`src/rtl/iob_bfifo_gen_pkg.sv`:
```
// rtl/iob_bfifo_gen_pkg.sv - shared types and helpers for the bit-granular FIFO
package iob_bfifo_gen_pkg;

    // Rotation direction of the shift/mask helper
    typedef enum logic {
        ROT_RIGHT = 1'b0,
        ROT_LEFT  = 1'b1
    } rot_dir_e;

    function automatic int unsigned min_u(input int unsigned a, input int unsigned b);
        return (a < b) ? a : b;
    endfunction

endpackage

```
`src/rtl/iob_bfifo_gen_shift.sv`:
```
// rtl/iob_bfifo_gen_shift.sv - circular rotate plus MSB-aligned mask generator
module iob_bfifo_gen_shift
    import iob_bfifo_gen_pkg::*;
#(
    parameter int       W        = 64,
    parameter int       OUT_W    = 64,
    parameter int       LEN_W    = 7,
    parameter rot_dir_e DIR      = ROT_RIGHT,
    parameter bit       ROT_MASK = 1'b1
) (
    input  logic [W-1:0]         din_i,
    input  logic [$clog2(W)-1:0] shamt_i,
    input  logic [LEN_W-1:0]     len_i,
    output logic [OUT_W-1:0]     rot_o,
    output logic [OUT_W-1:0]     mask_o
);

    localparam int SH_W = $clog2(W);

    logic [SH_W-1:0] rshamt;
    logic [W-1:0]    rot_full;
    logic [W-1:0]    top_mask;
    logic [W-1:0]    mask_full;

    // A left rotation by s is a right rotation by W-s (mod W)
    assign rshamt    = (DIR == ROT_LEFT) ? SH_W'(~shamt_i + 1'b1) : shamt_i;
    assign rot_full  = W'({din_i, din_i} >> rshamt);
    // Ones in the top len_i bits; len_i == W gives all ones
    assign top_mask  = ~({W{1'b1}} >> len_i);
    assign mask_full = ROT_MASK ? W'({top_mask, top_mask} >> rshamt) : top_mask;

    assign rot_o  = OUT_W'(rot_full >> (W - OUT_W));
    assign mask_o = OUT_W'(mask_full >> (W - OUT_W));

endmodule

```
`src/rtl/iob_bfifo_gen.sv`:
```
// rtl/iob_bfifo_gen.sv - bit-granular FIFO, optional IOB_BFIFO_GEN_ERR_EN error flags
module iob_bfifo_gen
    import iob_bfifo_gen_pkg::*;
#(
    parameter int WDATA_W  = 16,
    parameter int RDATA_W  = 8,
    parameter int BUF_SIZE = 64
) (
    input  logic                          clk_i,
    input  logic                          cke_i,
    input  logic                          arst_n_i,
    input  logic                          rst_i,
    input  logic                          write_i,
    input  logic [$clog2(WDATA_W):0]      wwidth_i,
    input  logic [WDATA_W-1:0]            wdata_i,
    output logic                          wack_o,
    output logic [$clog2(BUF_SIZE):0]     wlevel_o,
    input  logic                          read_i,
    input  logic [$clog2(RDATA_W):0]      rwidth_i,
    output logic [RDATA_W-1:0]            rdata_o,
    output logic                          rack_o,
    output logic [$clog2(BUF_SIZE):0]     rlevel_o
`ifdef IOB_BFIFO_GEN_ERR_EN
    ,
    output logic                          overflow_o,
    output logic                          underflow_o
`endif
);

    localparam int PTR_W = $clog2(BUF_SIZE);
    localparam int LVL_W = PTR_W + 1;
    localparam int WW_W  = $clog2(WDATA_W) + 1;
    localparam int RW_W  = $clog2(RDATA_W) + 1;

    // Bit at pointer position p lives in data[BUF_SIZE-1-p], so the stream is MSB-first
    logic [BUF_SIZE-1:0] data;
    logic [PTR_W-1:0]    wptr;
    logic [PTR_W-1:0]    rptr;
    logic [LVL_W-1:0]    level;

    logic [BUF_SIZE-1:0] wvec;
    logic [BUF_SIZE-1:0] wrot;
    logic [BUF_SIZE-1:0] wmask;
    logic [BUF_SIZE-1:0] data_nxt;
    logic [LVL_W-1:0]    level_nxt;
    logic [LVL_W-1:0]    rd_len;
    logic [RDATA_W-1:0]  rrot;
    logic [RDATA_W-1:0]  rmask;

    assign wlevel_o = LVL_W'(BUF_SIZE) - level;
    assign rlevel_o = level;

    assign wack_o = cke_i & write_i & (32'(wwidth_i) <= WDATA_W) & (32'(wwidth_i) <= 32'(wlevel_o));
    assign rack_o = cke_i & read_i & (32'(rwidth_i) <= RDATA_W) & (32'(rwidth_i) <= 32'(level));

    // Write path: left-align wdata in a buffer-wide word, rotate it to wptr
    assign wvec = BUF_SIZE'(wdata_i) << (BUF_SIZE - WDATA_W);

    iob_bfifo_gen_shift #(
        .W        (BUF_SIZE),
        .OUT_W    (BUF_SIZE),
        .LEN_W    (WW_W),
        .DIR      (ROT_RIGHT),
        .ROT_MASK (1'b1)
    ) u_wshift (
        .din_i   (wvec),
        .shamt_i (wptr),
        .len_i   (wwidth_i),
        .rot_o   (wrot),
        .mask_o  (wmask)
    );

    assign data_nxt = (data & ~wmask) | (wrot & wmask);

    // Read path: bring rptr to the top, keep only min(rwidth, level) bits
    assign rd_len = LVL_W'(min_u(32'(rwidth_i), 32'(level)));

    iob_bfifo_gen_shift #(
        .W        (BUF_SIZE),
        .OUT_W    (RDATA_W),
        .LEN_W    (LVL_W),
        .DIR      (ROT_LEFT),
        .ROT_MASK (1'b0)
    ) u_rshift (
        .din_i   (data),
        .shamt_i (rptr),
        .len_i   (rd_len),
        .rot_o   (rrot),
        .mask_o  (rmask)
    );

    assign rdata_o = rrot & rmask;

    // Level is bounded by the accept checks, so the sum never leaves [0, BUF_SIZE]
    assign level_nxt = level
                     + (wack_o ? LVL_W'(wwidth_i) : LVL_W'(0))
                     - (rack_o ? LVL_W'(rwidth_i) : LVL_W'(0));

    // Storage and pointer registers; cke_i gates everything including the sync reset
    always_ff @(posedge clk_i or negedge arst_n_i) begin
        if (!arst_n_i) begin
            data  <= '0;
            wptr  <= '0;
            rptr  <= '0;
            level <= '0;
        end else if (cke_i) begin
            if (rst_i) begin
                data  <= '0;
                wptr  <= '0;
                rptr  <= '0;
                level <= '0;
            end else begin
                if (wack_o) begin
                    data <= data_nxt;
                    wptr <= wptr + PTR_W'(wwidth_i);
                end
                if (rack_o) begin
                    rptr <= rptr + PTR_W'(rwidth_i);
                end
                level <= level_nxt;
            end
        end
    end

`ifdef IOB_BFIFO_GEN_ERR_EN
    // Sticky flags for rejected requests, visible the cycle after the event
    always_ff @(posedge clk_i or negedge arst_n_i) begin
        if (!arst_n_i) begin
            overflow_o  <= 1'b0;
            underflow_o <= 1'b0;
        end else if (cke_i) begin
            if (rst_i) begin
                overflow_o  <= 1'b0;
                underflow_o <= 1'b0;
            end else begin
                if (write_i && !wack_o) overflow_o  <= 1'b1;
                if (read_i && !rack_o)  underflow_o <= 1'b1;
            end
        end
    end
`endif

endmodule
```
`config.mk`:
```
export PLATFORM = sky130hd
export DESIGN_NAME = iob_bfifo_gen
export DESIGN_NICKNAME = d
export VERILOG_FILES = /design/src/rtl/iob_bfifo_gen_pkg.sv /design/src/rtl/iob_bfifo_gen_shift.sv /design/src/rtl/iob_bfifo_gen.sv
export SDC_FILE = /design/constraint.sdc
export NUM_CORES = 1
export LEC_CHECK = 0
export CORE_MARGIN = 4
export CORE_UTILIZATION = 45
export DETAILED_ROUTE_END_ITERATION = 7
export GPL_ROUTABILITY_DRIVEN = 1
export SETUP_SLACK_MARGIN = 0.2
export SLEW_MARGIN = 20
export SYNTH_ARGS = -nofsm -noshare
export SYNTH_HDL_FRONTEND = slang
export SYNTH_HIERARCHICAL = 1
export SYNTH_SLANG_ARGS = --single-unit
```
`constraint.sdc`:
```
create_clock -name clk_i -period 4.93 [get_ports clk_i]
set_input_delay 0.493 -clock clk_i [delete_from_list [all_inputs] [get_ports clk_i]]
set_output_delay 0.493 -clock clk_i [all_outputs]
set_load 0.01 [all_outputs]
```
-- After elaboration in Yosys (flattened, before gate mapping)
Cells that the tools add are included.
- flip-flop bits (word level): 83
- latch bits: 0
- memory bits (writable): 0
- ROM bits: 0
- logic and storage cells: 48
- memories kept: 0
- add/sub/neg operators: 6
- multiply operators: 0
- div/mod/pow operators: 0
- $lt $le $gt $ge: 5
- equal/unequal tests: 0
- shift-type cells: 5
- muxes and demuxes: 10
- bitwise logic cells: 14
- reductions and logical operators: 4
- operators by type and width (cell ; number):
    >> shifter 128 x 6 -> 64 bit ; 3
    NOT 64 bit ; 3
    bitwise AND 64 bit ; 2
    two-way mux 64 bit ; 2
    bitwise OR 64 bit ; 1
    >> shifter 64 x 5 -> 64 bit (first input constant) ; 1
    >> shifter 64 x 7 -> 64 bit (first input constant) ; 1
    two-way mux 6 bit ; 4
    two-way mux 7 bit ; 2
    bitwise AND 8 bit ; 1
    adder 7 x 5 -> 7 bit ; 1
    <= comparator 4 x 7 -> 1 bit ; 1
    <= comparator 5 x 7 -> 1 bit ; 1
    less-than comparator 4 x 7 -> 1 bit ; 1
    subtractor 7 x 4 -> 7 bit ; 1
    subtractor 7 bit (first input constant) ; 1
    adder 6 x 1 -> 6 bit (second input constant) ; 1
    adder 6 x 4 -> 6 bit ; 1
    adder 6 x 5 -> 6 bit ; 1
    bitwise AND 1 bit ; 6
    NOT 6 bit ; 1
    <= comparator 5 bit (second input constant) ; 1
    two-way mux 5 bit ; 1
    <= comparator 4 bit (second input constant) ; 1
    3 further kinds ; 5

-- Depth between registers and ports, before layout
Gate-level depths: netlist (run 1).
- word-level depth: 8
- mapped depth: 22
- mapped depth without buffers: 22

-- Hierarchy
Netlist (run 1), hierarchy kept.
- by module, submodules not included (module ; instances ; cells an instance ; area each (µm²) ; sequential area each (µm²)):
    iob_bfifo_gen_shift (u_wshift) ; 1 ; 838 ; 7304.5 ; 0.0
    iob_bfifo_gen ; 1 ; 586 ; 5605.4 ; 2077.0
    iob_bfifo_gen_shift (u_rshift) ; 1 ; 426 ; 2951.6 ; 0.0

-- Least setup slack after synthesis (run 1)
Ideal clock, no wire load.
- path type: flip-flop to output port
- from: register rptr[0]
- to: output rdata_o[0]
- arrival time: 4.017 ns
- setup slack: 0.420 ns
- cell stages (with the launch flop): 14
- path buffers: 5
- path through: dfrtp_1 > buf_6 > inv_2 > buf_1 > clkbuf_1 > clkbuf_1 > ha_1 > buf_2 > xor2_1 > mux4_2 > a22o_1 > a311oi_1 > o32a_1 > and2_1
- cells in the longest elaborated chain, start to end: 4
- ends and longest elaborated chain (item ; line ; text):
    from (decl) ; iob_bfifo_gen.sv:38 ; logic [PTR_W-1:0] rptr;
    from (signal assigned) ; iob_bfifo_gen.sv:118 ; rptr <= rptr + PTR_W'(rwidth_i);
    NOT 6 bit ; iob_bfifo_gen_shift.sv:26 ; assign rshamt = (DIR == ROT_LEFT) ? SH_W'(~shamt_i + 1'b1) : shamt_i;
    adder 6 x 1 -> 6 bit ; iob_bfifo_gen_shift.sv:26 ;
    >> shifter 128 x 6 -> 64 bit ; iob_bfifo_gen_shift.sv:27 ; assign rot_full = W'({din_i, din_i} >> rshamt);
    net rrot[0] ; iob_bfifo_gen.sv:47 ; logic [RDATA_W-1:0] rrot;
    bitwise AND 8 bit ; iob_bfifo_gen.sv:92 ; assign rdata_o = rrot & rmask;
    to (decl) ; iob_bfifo_gen.sv:20 ; output logic [RDATA_W-1:0] rdata_o,
The timed path passes the listed nets, and every way through them passes these cells.

-- Final worst setup path (run 1)
- from: register rptr[2]
- to: output rdata_o[7]
The elaborated chain is that of the path after synthesis.

==> impl_metrics.tcl, run 1 <==
set metrics [dict create \
    drt_first_pass_iters 6 \
    track_usage_pct 29.00 \
    post_cts_resize_count 0 \
    synth_ff_type "dfrtp_1" \
    fp-row-count 68 \
    cts_setup_buffers 0 \
    nets 2040 \
    synth.distinct_cells 91 \
    place.gp.congestion 1.001 \
    dp_hpwl_mm 42.87 \
    p_switching_w 0.007862 \
    status "complete, no violations" \
    min_period_over_period_pct 91.70 \
    clk_pin_slew_ps 70 \
    syn_avg_cell_area_um2 8.574 \
    power_leakage_nw 7.354 \
    initial_core_util_pct 45.81 \
    min_period_ps 4521 \
    pin_count 55 \
    wl_mm 57.40 \
    wl_per_cell_um 23.58 \
    n_antenna_cell 0 \
    crit_fanout 14 \
    grt_first_pass_wirelength_mm 89.34 \
    drc_errors 0 \
    chipWidth_um 195.7 \
    grt_start_max_net_pins 78 \
    slew_headroom_pct 36.79 \
    crit_required_ps 4440 \
    swShare_pct 54.46 \
    synth_edf_count 0 \
    core_um2 34630 \
    yosys.area.top_type "mux2i_1" \
    final-hold-violation-count 0 \
    ys_top_cells_by_count "231 x mux2i_1, 161 x nand2_1, 152 x mux2_2, 100 x a21oi_1, 96 x clkbuf_1" \
    grt_pass1_vias 15275 \
    num_vias 15926 \
    cp.arrival_ps 4030 \
    p_seq_share_pct 11.2 \
    path_class "flip-flop to primary output" \
    syn-instance-count 1850 \
    synthTopCellsByArea "mux2i_1 15%, dfrtp_1 13%, mux2_2 11%" \
    synth_top_area_share_pct 14.58 \
    rsz0062_at_grt "no" \
    syn2layout_area_growth_pct 11.04 \
    n_fill_cell 3393 \
    clock_latency_ps 360 \
    async_flop_share_pct 100.0 \
    io_buffer_count 54 \
    die_h_um 195.7 \
    synth-seq-cells 83 \
    pwr-share-comb_pct 83.5 \
    hold_class "input port to async pin" \
    yosysSeqAreaShare_pct 13.09 \
    tightest_slew_ps 948.1 \
    clockPowerShare_pct 5.4 \
    power_density_nw_per_um2 819.6 \
    cap_violations 0 \
    cts_tree "done" \
    ir_worst_vdd_mv 0.6843 \
    clock_path_buffers 2 \
    yosys_warnings 6 \
    grt-ovfl-total 0 \
    cts_hold_buf 0 \
    netlist_area_um2 15860 \
    antenna_found_initial 2 \
    fmax_ghz 0.2212 \
    drt_iter0_drc 1889 \
    cts_buffers 9 \
    setup_tns_ps 0 \
    drive_gt1_share_pct 16.98 \
    p_int_w 0.006573 \
    setup_ws_ps 409.4 \
    start_kind "flip-flop" \
    dp_slack_ps 435.8 \
    finalMaxSlewViolations 0 \
    die_area_um2 38320 \
    setup.worst_path.end_class "primary output" \
    finalSetupViolations 0 \
    htreeDepth 3 \
    cts-root-buf "clkbuf_16" \
    skew_ps 7.884 \
    ant_nets 0 \
    clock_sinks 83 \
    drt-vias-per-instance 6.543 \
    synth_most_common_cell "mux2i_1" \
]
worst max-delay path, cell delays in order (launching register included):
cell and delay (ps):
dfrtp_1 580, or4_4 610, o21ai_1 130, buf_4 160, and2_1 520, mux2_4 350, a221o_1 340, a22oi_1 280
and2_1 170, clkdlybuf4s50_1 520
cells in the final DEF (no fill, tap or decap), drive strengths merged, types with 16 or more instances in the layout:
cell type	netlist	layout
a21oi	100	100
dfrtp	83	83
conb	1	193
clkdlybuf4s50	0	52
o31ai	16	16
inv	43	48
mux2	154	154
o21ai	53	53
ha	29	29
nand3	73	73
mux2i	231	231
a31oi	19	19
o211ai	49	49
nand2b	70	70
nor2	54	54
buf	82	47
a21o	16	16
a221o	69	69
and2	88	88
o221ai	19	19
o22ai	22	22
mux4	72	72
nand2	161	161
per-layer routing:
| metal | routed length, um | part of all wire, % | up-vias | GRT usage [%] |
|---|---|---|---|---|
| li1 | - | - | 7253 | - |
| met1 | 25060 | 44 | 7855 | 40.53 |
| met2 | 26300 | 46 | 703 | 47.24 |
| met3 | 4155 | 7.2 | 115 | 3.349 |
| met4 | 1881 | 3.3 | 0 | 8.818 |
| met5 | 0 | 0 | - | 0 |
power groups by stage:
stage | logic, W | clock network, W | registers [W]
after floorplan | 0.00868 | 0 | 0.00120
after global placement | 0.0114 | 0 | 0.00159
after detailed placement | 0.0114 | 0 | 0.00161
after CTS | 0.0115 | 0.000783 | 0.00160
after global routing | 0.0128 | 0.000806 | 0.00168
final | 0.0120 | 0.000773 | 0.00161
cell families after synthesis:
kind of cell	after synthesis	synth area share, %
adders and majority gates	35	3.045
DFF	83	13.09
other	1	0.02364
and+or+nand+nor	538	17.68
muxes	457	35.76
xor gates and xnor gates	17	0.9387
buffers and inverters	225	6.429
AOI/OAI and AO/OA	494	23.03
through the flow:
stage / hold WS, ps / cell area (um^2) / util (%) / power, W / instances
after CTS: 34.23 / 17600 / 50.83 / 0.01386 / 2434
after global routing: 48.96 / 17610 / 50.86 / 0.01532 / 2434
final: 30.98 / 17610 / 50.86 / 0.01443 / 2434
after global placement: 416.1 / 17270 / 49.87 / 0.01295 / 2418
after detailed placement: 413.6 / 17270 / 49.87 / 0.01303 / 2418
after floorplan: 197.4 / 16580 / - / 0.009874 / 2042
flip-flops by register name, indices dropped and copies added, names as in the netlist:
signal    flops
rlevel_o      7
wptr          6
data         64
rptr          6
layout make-up:
type / count / area [um^2] / area share [%]
clock buffers: 9 / 225.2 / 1.279
well taps: 455 / 569.3 / 3.232
clock inverters: 7 / 106.4 / 0.6039
inverters: 47 / 176.4 / 1.002
repair buffers: 99 / 895.9 / 5.087
multi-input cells: 1734 / 13550 / 76.92
flip-flops and latches: 83 / 2092 / 11.88
final timing paths:
path | from | cells after the start | slack (ps) | end
worst max-delay path | rptr[2]$_DFFE_PN0P_ | 9 | 410 | rdata_o[7]
worst min-delay path | arst_n_i | 1 | 30 | rlevel_o[1]$_DFFE_PN0P_
worst max register to register | rlevel_o[1]$_DFFE_PN0P_ | 19 | 490 | rlevel_o[6]$_DFFE_PN0P_
worst min register to register | data[1]$_DFFE_PN0P_ | 1 | 570 | data[1]$_DFFE_PN0P_
max in group asynchronous | arst_n_i | 2 | 3760 | wptr[4]$_DFFE_PN0P_
min in group clk_i | data[1]$_DFFE_PN0P_ | 1 | 570 | data[1]$_DFFE_PN0P_
Note: power is estimated with default switching activity, not from simulation.
==> run 2, diff against run 1 <==
--- a/config.mk
+++ b/config.mk
@@ -7,6 +7,7 @@
 export LEC_CHECK = 0
 export CORE_MARGIN = 4
 export CORE_UTILIZATION = 45
+export CTS_CLUSTER_DIAMETER = 120
 export DETAILED_ROUTE_END_ITERATION = 7
 export GPL_ROUTABILITY_DRIVEN = 1
 export SETUP_SLACK_MARGIN = 0.2
==> results of run 2 <==
Same layout as run 1: the final DEF is identical, and so are final timing and power.
==> run 3, diff against run 2 <==
--- a/config.mk
+++ b/config.mk
@@ -10,6 +10,7 @@
 export CTS_CLUSTER_DIAMETER = 120
 export DETAILED_ROUTE_END_ITERATION = 7
 export GPL_ROUTABILITY_DRIVEN = 1
+export HOLD_SLACK_MARGIN = 0.12
 export SETUP_SLACK_MARGIN = 0.2
 export SLEW_MARGIN = 20
 export SYNTH_ARGS = -nofsm -noshare
==> run 3 against run 2 <==
Against the previous run:
- setup slack better by 3.0 ps
- first-iteration DRC count down 0.42%
- clock skew about the same
- final area about the same
- register-to-register slack about the same
- critical path type unchanged
- critical endpoint unchanged
- largest power group unchanged
==> impl_metrics.tcl, run 3 (same netlist as run 1, synthesis figures left out) <==
set metrics [dict create \
    n_antenna_cell 0 \
    min_period_over_period_pct 91.63 \
    crit_family "simple AND/OR/NAND/NOR gates" \
    htreeDepth 3 \
    die_h_um 195.7 \
    power_density_nw_per_um2 817.7 \
    place.gp.congestion 1.001 \
    cp_slowest_stage_delay_ps 610 \
    fp-row-count 68 \
    die_area_um2 38320 \
    finalMaxSlewViolations 0 \
    wl_mm 57.26 \
    reg2reg_to "rlevel_o[6]$_DFFE_PN0P_" \
    cts_tree "done" \
    setup_tns_ps 0 \
    status "complete, no violations" \
    cts_buffers 9 \
    ir_worst_vdd_mv 0.6827 \
    drt-vias-per-instance 6.541 \
    pwr-share-comb_pct 83.4 \
    syn2layout_area_growth_pct 11.10 \
    layout_common_cells "231 x mux2i_1, 193 x conb_1, 161 x nand2_1" \
    track_usage_pct 29.00 \
    antenna_found_initial 2 \
    tightest_slew_ps 951.6 \
    cap_violations 0 \
    cts-root-buf "clkbuf_16" \
    clk_pin_slew_ps 70 \
    max_flop_register "data" \
    crit_fanout 14 \
    p_seq_share_pct 11.2 \
    p_switching_w 0.007836 \
    cp_num_buf_inv 2 \
    path_class "flip-flop to primary output" \
    nets 2041 \
    start_kind "flip-flop" \
    final-hold-violation-count 0 \
    rsz0062_at_grt "no" \
    drt_iter0_drc 1881 \
    endpoint "rdata_o[7]" \
    num_vias 15927 \
    core_um2 34630 \
    cp.arrival_ps 4020 \
    p_int_w 0.006573 \
    grt-ovfl-total 0 \
    min_period_ps 4518 \
    wl_per_cell_um 23.51 \
    skew_ps 8.077 \
    n_fill_cell 3392 \
    fmax_ghz 0.2214 \
    r2r-start "rlevel_o[1]$_DFFE_PN0P_" \
    crit_required_ps 4440 \
    rr_worst_depth 19 \
    clock_sinks 83 \
    clock_path_buffers 2 \
    drt_first_pass_iters 6 \
    grt_pass1_vias 15275 \
    grt_first_pass_wirelength_mm 89.34 \
    layout_commonest_cell "mux2i_1" \
    holdWs_ps 571.0 \
    path_depth 9 \
    hold_class "input port to async pin" \
    pin_count 55 \
    chipWidth_um 195.7 \
    power_leakage_nw 7.358 \
    clock_latency_ps 360 \
    cp_common_cell "and2_1" \
    cp_slowest_cell "or4_4" \
    regToRegSetupSlack_ps 490 \
    utilization_pct 50.89 \
    cts_setup_buffers 0 \
    clockPowerShare_pct 5.4 \
    swShare_pct 54.38 \
    largest_register_ffs 64 \
    setup.worst_path.end_class "primary output" \
    initial_core_util_pct 45.81 \
    ant_nets 0 \
    grt_start_max_net_pins 78 \
    drc_errors 0 \
    finalSetupViolations 0 \
    slew_headroom_pct 36.56 \
    drive_gt1_share_pct 16.97 \
    io_buffer_count 54 \
    dp_hpwl_mm 42.87 \
    crit_path_start "rptr[2]$_DFFE_PN0P_" \
    path_cells "or4_4 -> o21ai_1 -> buf_4 -> and2_1 -> mux2_4 -> a221o_1 -> a22oi_1 -> and2_1 -> clkdlybuf4s50_1" \
]
## run 3: cell count changes in the layout (fill, tap and decap cells not counted)
cell	previous run	this run
dlygate4sd3_1	0	1
## run 3: area by class of cell
| type | count | area, um^2 | area share [%] |
|---|---|---|---|
| flip-flops and latches | 83 | 2092 | 11.87 |
| inverters | 47 | 176.4 | 1.001 |
| multi-input cells | 1734 | 13550 | 76.87 |
| clock buffers | 9 | 225.2 | 1.278 |
| repair buffers | 100 | 905.9 | 5.141 |
| clock inverters | 7 | 106.4 | 0.6035 |
| well taps | 455 | 569.3 | 3.231 |
## run 3: worst min-delay path by stage
stage                                    from                       to  slack, ps  cells after the start
final                                arst_n_i  rlevel_o[1]$_DFFE_PN0P_        570                      2
after global routing                 arst_n_i  rlevel_o[1]$_DFFE_PN0P_        590                      2
after CTS                 data[1]$_DFFE_PN0P_      data[1]$_DFFE_PN0P_        570                      1
after detailed placement             arst_n_i  rlevel_o[1]$_DFFE_PN0P_        410                      1
after global placement               arst_n_i  rlevel_o[1]$_DFFE_PN0P_        420                      1
after floorplan                      arst_n_i      data[0]$_DFFE_PN0P_        200                      0
## run 3: repair_timing
| action | CTS | global route |
|---|---|---|
| endpoints found under the hold margin | 22 | 0 |
| hold buffers | 1 | 0 |
| endpoints found under the setup margin | 0 | 2 |
| resized for setup | 0 | 5 |
## run 3: metal layers
| layer | track usage [%] | vias to the layer above | wire length, um |
|---|---|---|---|
| li1 | - | 7265 | - |
| met1 | 40.53 | 7811 | 24530 |
| met2 | 47.24 | 741 | 26280 |
| met3 | 3.349 | 110 | 4559 |
| met4 | 8.818 | 0 | 1882 |
| met5 | 0 | - | 0 |
## run 3: stage by stage
step,cell area [um^2],total power (W),worst slack [ps],instances
2_1_floorplan,16580,0.009874,419.7,2042
3_3_place_gp,17270,0.01295,529.2,2418
3_5_place_dp,17270,0.01303,435.8,2418
4_1_cts,17610,0.01386,419.4,2435
5_1_grt,17620,0.01532,184.6,2435
6_report,17620,0.01441,412.4,2435
## run 3: power by group through the flow
stage               Clock (W)  Sequential [W]  Combinational, W
floorplan                   0         0.00120           0.00868
detailed placement          0         0.00161            0.0114
global placement            0         0.00159            0.0114
CTS                  0.000783         0.00160            0.0115
global route         0.000806         0.00168            0.0128
finish               0.000775         0.00161            0.0120
